File: config.mk
export PLATFORM = sky130hd
export DESIGN_NAME = pipeline_input_queue
export DESIGN_NICKNAME = d
export VERILOG_FILES = /design/src/rtl/pipeline_pkg.sv /design/src/rtl/inq_storage.sv /design/src/rtl/pipeline_input_queue.sv
export SDC_FILE = /design/constraint.sdc
export NUM_CORES = 1
export LEC_CHECK = 0
export ABC_AREA = 1
export CORE_MARGIN = 1.5
export CORE_UTILIZATION = 49
export CTS_BUF_LIST = sky130_fd_sc_hd__clkbuf_2
export DETAILED_ROUTE_END_ITERATION = 10
export GPL_TIMING_DRIVEN = 0
export PLACE_DENSITY = 0.7
export SLEW_MARGIN = 10
export SYNTH_ARGS = -nofsm -noshare
export SYNTH_HDL_FRONTEND = slang
export SYNTH_SLANG_ARGS = --single-unit
File: constraint.sdc
create_clock -name clk -period 3.5 [get_ports clk]
set_input_delay 0.35 -clock clk [delete_from_list [all_inputs] [get_ports clk]]
set_output_delay 0.35 -clock clk [all_outputs]
set_load 0.05 [all_outputs]
File: src/rtl/pipeline_pkg.sv
// Shared pipeline definitions: default widths, queue counter width helper, data word type.
package pipeline_pkg;

   localparam int unsigned DATA_W_DEFAULT    = 32;
   localparam int unsigned INQ_DEPTH_DEFAULT = 4;

   typedef logic [31:0] data_word_t;

   // Occupancy counter width able to hold 0..depth inclusive
   function automatic int unsigned inq_cnt_w(input int unsigned depth);
      return $clog2(depth + 1);
   endfunction

endpackage

File: src/rtl/inq_storage.sv
// Register-array storage for the pipeline input queue: one write port, async read port, no reset.
module inq_storage #(
   parameter int unsigned DATA_W = 32,
   parameter int unsigned DEPTH  = 4
) (
   input  logic                       clk,
   input  logic                       we,
   input  logic [$clog2(DEPTH)-1:0]   waddr,
   input  logic [DATA_W-1:0]          wdata,
   input  logic [$clog2(DEPTH)-1:0]   raddr,
   output logic [DATA_W-1:0]          rdata
);

   logic [DATA_W-1:0] mem [DEPTH];

   // Write port; contents are intentionally left unreset
   always_ff @(posedge clk) begin
      if (we) mem[waddr] <= wdata;
   end

   assign rdata = mem[raddr];

endmodule

File: src/rtl/pipeline_input_queue.sv
// Ingress FIFO in front of a pipeline: absorbs producer traffic during stall, drops all on flush.
// Optional statistics outputs (stall_cycles, flush_drops) enabled by PIPELINE_INQ_STATS_EN.
module pipeline_input_queue
   import pipeline_pkg::*;
#(
   parameter int unsigned DATA_W = DATA_W_DEFAULT,
   parameter int unsigned DEPTH  = INQ_DEPTH_DEFAULT,
   parameter int unsigned CNT_W  = inq_cnt_w(DEPTH)
) (
   input  logic              clk,
   input  logic              reset,
   input  logic [DATA_W-1:0] in_data,
   input  logic              in_valid,
   output logic              in_ready,
   input  logic              flush,
   input  logic              stall,
   output logic [DATA_W-1:0] out_data,
   output logic              out_valid,
   output logic [CNT_W-1:0]  occupancy
`ifdef PIPELINE_INQ_STATS_EN
   ,
   output logic [31:0]       stall_cycles,
   output logic [15:0]       flush_drops
`endif
);

   localparam int unsigned PTR_W = $clog2(DEPTH);

   logic [PTR_W-1:0]  wr_ptr, rd_ptr, wr_ptr_n, rd_ptr_n;
   logic [CNT_W-1:0]  count, count_n;
   logic              push_c, pop_c;
   logic [DATA_W-1:0] head_c, out_data_n;

   assign push_c = in_valid & in_ready & ~flush;
   assign pop_c  = out_valid & ~stall & ~flush;

   inq_storage #(
      .DATA_W (DATA_W),
      .DEPTH  (DEPTH)
   ) u_storage (
      .clk   (clk),
      .we    (push_c),
      .waddr (wr_ptr),
      .wdata (in_data),
      .raddr (rd_ptr_n),
      .rdata (head_c)
   );

   // Next pointers/count; head word for the next cycle, taking a same-cycle write into account
   always_comb begin
      wr_ptr_n   = wr_ptr;
      rd_ptr_n   = rd_ptr;
      count_n    = count;
      out_data_n = '0;
      if (flush) begin
         count_n  = '0;
         rd_ptr_n = wr_ptr;
      end else begin
         if (push_c) wr_ptr_n = wr_ptr + PTR_W'(1);
         if (pop_c)  rd_ptr_n = rd_ptr + PTR_W'(1);
         if (push_c && !pop_c)      count_n = count + CNT_W'(1);
         else if (!push_c && pop_c) count_n = count - CNT_W'(1);
      end
      // A write landing on the next head slot is only possible when it becomes the sole entry
      if (count_n != '0) out_data_n = (push_c && (wr_ptr == rd_ptr_n)) ? in_data : head_c;
   end

   // State and registered handshake/data outputs
   always_ff @(posedge clk or posedge reset) begin
      if (reset) begin
         wr_ptr    <= '0;
         rd_ptr    <= '0;
         count     <= '0;
         in_ready  <= 1'b1;
         out_valid <= 1'b0;
         out_data  <= '0;
      end else begin
         wr_ptr    <= wr_ptr_n;
         rd_ptr    <= rd_ptr_n;
         count     <= count_n;
         in_ready  <= (count_n != CNT_W'(DEPTH));
         out_valid <= (count_n != '0);
         out_data  <= out_data_n;
      end
   end

   assign occupancy = count;

`ifdef PIPELINE_INQ_STATS_EN
   logic [16:0] drops_sum_c;
   assign drops_sum_c = 17'(flush_drops) + 17'(count);

   // Saturating stall-cycle and flushed-entry counters
   always_ff @(posedge clk or posedge reset) begin
      if (reset) begin
         stall_cycles <= '0;
         flush_drops  <= '0;
      end else begin
         if (out_valid && stall && (stall_cycles != '1)) stall_cycles <= stall_cycles + 32'd1;
         if (flush) flush_drops <= drops_sum_c[16] ? 16'hFFFF : drops_sum_c[15:0];
      end
   end
`endif

endmodule
==> Word level (Yosys, flattened, before mapping) <==
Memories as Yosys holds them, arrays and structs flattened.
Index checks and enable logic that the tools add are counted.
{ "totals": {"ff_bits": 41, "mem_bits_rw": 128, "input_bits": 37, "output_inout_bits": 37, "memories": 1} }
{ "memory_table": {"columns": ["name", "depth", "word_bits", "rd", "rd_clocked_by_memory_dff", "write_ports", "line", "rtl"], "rows": [
  ["u_storage.mem", 4, 32, 1, 0, 1, "inq_storage.sv:14", "logic [DATA_W-1:0] mem [DEPTH];"]
]} }
{ "classes": {"n_addsub": 4, "eq_ne": 2, "n_mux": 9, "bitwise": 6, "reduce_logical": 7} }
{ "op_table": {"columns": ["op", "count"], "rows": [
  ["32-bit two-way mux", 2],
  ["3-bit two-way mux", 3],
  ["2-bit by 1-bit adder with 2-bit output, second input constant", 2],
  ["1-bit bitwise AND", 4],
  ["2-bit two-way mux", 2],
  ["3-bit by 1-bit adder with 3-bit output, second input constant", 1],
  ["1-bit logical AND", 3],
  ["3-bit inequality test, second input constant", 1],
  ["3-bit nonzero test", 1],
  ["3-bit by 1-bit subtractor with 3-bit output, second input constant", 1],
  ["2-bit equality test", 1],
  ["1-bit logical NOT", 2],
  ["1-bit two-way mux", 2],
  ["1-bit NOT", 2],
  ["2-bit AND reduction", 1]
]} }

==> Depth between registers and ports, before layout <==
{ "depth": {"depth_word": 9, "mapped_depth": 13, "depth_no_buf": 12} }

==> Hierarchy <==
Synthesis repeated with hierarchy kept, for this count alone.
{ "unflattened": {"hier_cells": 800, "area_unflattened_um2": 7816.2} }
{ "by_module_without_submodules": {"columns": ["module", "instances", "cells_each", "area_each_um2"], "rows": [
  ["inq_storage", 1, 509, 5437.7],
  ["pipeline_input_queue", 1, 291, 2378.5]
]} }

==> Least setup slack after synthesis <==
No wires, ideal clock.
{ "synth_path": {"path_kind": "register -> register", "start": "reg in_ready", "end": "mem u_storage.mem[0][0], enable pin", "arrival_ps": 2257, "t_required_ps": 3079, "path_slack_ps": 821, "path_stages_with_launch": 3, "path_buffers": 0, "synth_period_minus_slack_ps": 2679, "cell_sequence": "dfstp_2 > nand3_2 > nor2_1"} }
{ "synth_between": {"elab_chain_cells": 4} }
{ "synth_lines": {"columns": ["element", "line", "rtl"], "rows": [
  ["start: declaration", "pipeline_input_queue.sv:14", "output logic in_ready,"],
  ["start signal: assignment", "pipeline_input_queue.sv:81", "in_ready <= (count_n != CNT_W'(DEPTH));"],
  ["1-bit bitwise AND (2 in series)", "pipeline_input_queue.sv:34", "assign push_c = in_valid & in_ready & ~flush;"],
  ["1-bit two-way mux", "inq_storage.sv:18", "if (we) mem[waddr] <= wdata;"],
  ["1-bit two-way mux (not written as such)", "inq_storage.sv:18", null],
  ["end: declaration", "inq_storage.sv:14", null]
]} }
Every way passes these cells.

==> Final worst setup path <==
{ "layout_path": {"start": "reg in_ready", "end": "out in_ready"} }
No word-level cell between the ends.

==> out/results.ini <==
[logic_synthesis]
synthCells = 704
yosysSeqAreaShare_pct = 65.6
ys_types = 25
synth_fp_nets = 747
syn_avg_cell_area_um2 = 10.5
synth_area_um2 = 7420
ys_ff_latch = 169
yosysWarnings = 0

[worst_setup_path]
endpoint_kind = output pin
critPathKind = reg -> out
critical_path_arrival_ps = 2120
path_cells = clkdlybuf4s50_1
worstPathRequired_ps = 3150
slowest_stage = clkdlybuf4s50_1
crit_buf_inv = 1
cp_slowest_stage_delay_ps = 800
cp_top_family = buffers and inverters
crit_fanout = 3
startpoint_type = flop

[global_route]
grt_pass1_vias = 5124
antenna_found_initial = 1
overflow = 0
grt_util_all_layers_pct = 22.5
grt_pass1_wl_um = 27000
grt_max_degree = 24

[placement]
placed_cell_area_um2 = 8550
port_buffers = 73
hpwl_um = 10600
placed_cells = 966
place.gp.congestion = 0.832

[die]
num_rows = 44
die_x_um = 126
core_area_um2 = 14600
pin_count = 74
die_height_um = 126
die_area_um2 = 15900
initial_utilization_pct = 50.7

[clock_tree]
h-tree-depth = 4
cts-root-buf = clkbuf_2
cts_tree = built
post_cts_buffers = 0
cts.clk_slew.worst_paths_ps = 230
cts_sinks = 169
clkLatencyLatePin_ps = 740
clockBufferDepth = 2
numCtsBuffers = 17

[final_layout]
area_growth_pct = 19.2
layout-drive-gt1-share_pct = 10.7
fin_cells = 1000
fin_nets = 845
fin_area_um2 = 8850
final_util_pct = 60.4

[drt]
via_count = 5171
routed_via_density = 5.17
antenna_left = 0
dr.pass1.iters = 10
drc = 4
finalWirelength_um = 16800
drt_iter0_markers = 438
wire_per_inst_um = 16.8

[hold_path]
worstHoldPathType = in -> reg

[pwr]
swShare_pct = 39.2
combPwrFrac_pct = 40.6
power_density_nw_per_um2 = 719
clockPowerShare_pct = 18.9
ir_drop_v = 0.000376
p_leak_nw = 3.77
p_switching_mw = 2.49
p_int_mw = 3.87
p_seq_share_pct = 40.5

[outcome]
outcome = finished with violations
violations = DRC

[sta]
clock_skew_ps = 20.9
fmax_ghz = 0.406
rsz0062_at_grt = no
fin_crit_sh_pct = 70.4
setup_viol = 0
worst_pin_slew_ps = 659
slew_violations = 0
fin_crit_ps = 2470
relSlewSlack_pct = 56.0
hold_viol_final = 0

[flow_run]
maxCapViolations = 0

==> per-layer routing <==
| layer | wire [um] | track usage, % |
|---|---|---|
| met1 | 7200 | 28.8 |
| met2 | 8490 | 38.6 |
| met3 | 824 | 4.16 |
| met4 | 252 | 7.71 |
| met5 | 0 | 0 |
==> state kept, by name, summed over array words and instances, names as in the netlist <==
register / count
out_data: 32
u_storage.mem: 128
in_ready: 1
occupancy: 3
rd_ptr: 2
out_valid: 1
wr_ptr: 2
==> through the flow <==
| step | hold slack [ps] | setup WS [ps] | power (mW) | TNS, ps |
|---|---|---|---|---|
| 6_report | 254 | 1030 | 6.36 | 0 |
| 3_3_place_gp | 575 | -806 | 5.09 | -90760 |
| 2_1_floorplan | 449 | 821 | 4.34 | 0 |
| 5_1_grt | 180 | 922 | 6.70 | 0 |
| 4_1_cts | 188 | 956 | 6.39 | 0 |
| 3_5_place_dp | 594 | 879 | 5.19 | 0 |
==> kinds of logic (layout without fill, tap and decap cells) <==
kind of cell    Yosys count  in the layout  share of synthesized area (%)
compound gates           34             34                           2.29
xor+xnor                  1              1                          0.118
fa+ha+maj                 6              6                           1.01
buf+inv                 120            231                           8.00
flops                   169            169                           65.6
other cells               0              1                              0
simple gates            374            374                           23.0
==> power by group through the flow <==
stage	logic [mW]	registers, mW	clock network [mW]
floorplan	1.16	3.18	0
global placement	2.46	2.62	0
detailed placement	2.57	2.62	0
CTS	2.59	2.57	1.23
global route	2.79	2.61	1.30
finish	2.58	2.57	1.20
==> cell usage after synthesis (all sizes together) <==
master | instances | area (um2)
nand4 | 3 | 18.8
or2 | 1 | 6.26
edfxtp | 128 | 3840
buf | 32 | 264
nand3 | 78 | 433
dfrtp | 40 | 1000
nand2 | 217 | 822
nor2 | 43 | 185
o21ai | 1 | 5.00
clkbuf | 4 | 15.0
a21oi | 33 | 165
ha | 6 | 75.1
dfstp | 1 | 26.3
xor2 | 1 | 8.76
inv | 84 | 315
nand3b | 32 | 240
==> path summary, 6_finish.rpt <==
check,start,end,slack [ps],depth (start not counted)
worst max-delay path,in_ready,in_ready,1030,1
worst min-delay path,in_data[16],u_storage.mem[2][16],250,1
worst max register to register,in_ready,u_storage.mem[2][31],1540,3
worst min register to register,u_storage.mem[1][3],out_data[3],610,4
max in group asynchronous,reset,in_ready,2470,4
min in group asynchronous,reset,out_data[3],450,3
==> cell usage in the layout (no fill, tap or decap), types with 3 or more instances in the layout <==
master and n:
nand3_2 6, buf_16 4, nand3b_1 32, nand2_2 3
clkdlybuf4s50_1 73, dfrtp_1 40, ha_1 6, nand4_1 3
buf_6 15, bufinv_16 5, a21oi_1 33, buf_4 5
nand2_1 214, clkinv_2 4, nand3_1 71, inv_2 4
nor2_4 5, nor2_1 37, edfxtp_1 128, clkbuf_1 4
clkbuf_2 18, buf_2 10, inv_1 80
==> cell type report <==
class                   instances  area [um2]
fillers                      1174        5790
clock buffers                  18        90.1
flip-flops and latches        169        4870
plain buffers                  36         279
well taps                     184         230
inverters                      84         315
clock inverters                14         203
repair buffers                 79         871
multi-input cells             415        1990
diodes                          1        2.50
==> repair_timing <==
action | 4_1_cts | 5_1_grt
resized for setup | 0 | 0
endpoints found under the hold margin | 18 | 0
hold buffers | 1 | 0
No activity file was read; power rests on OpenSTA's default activity.
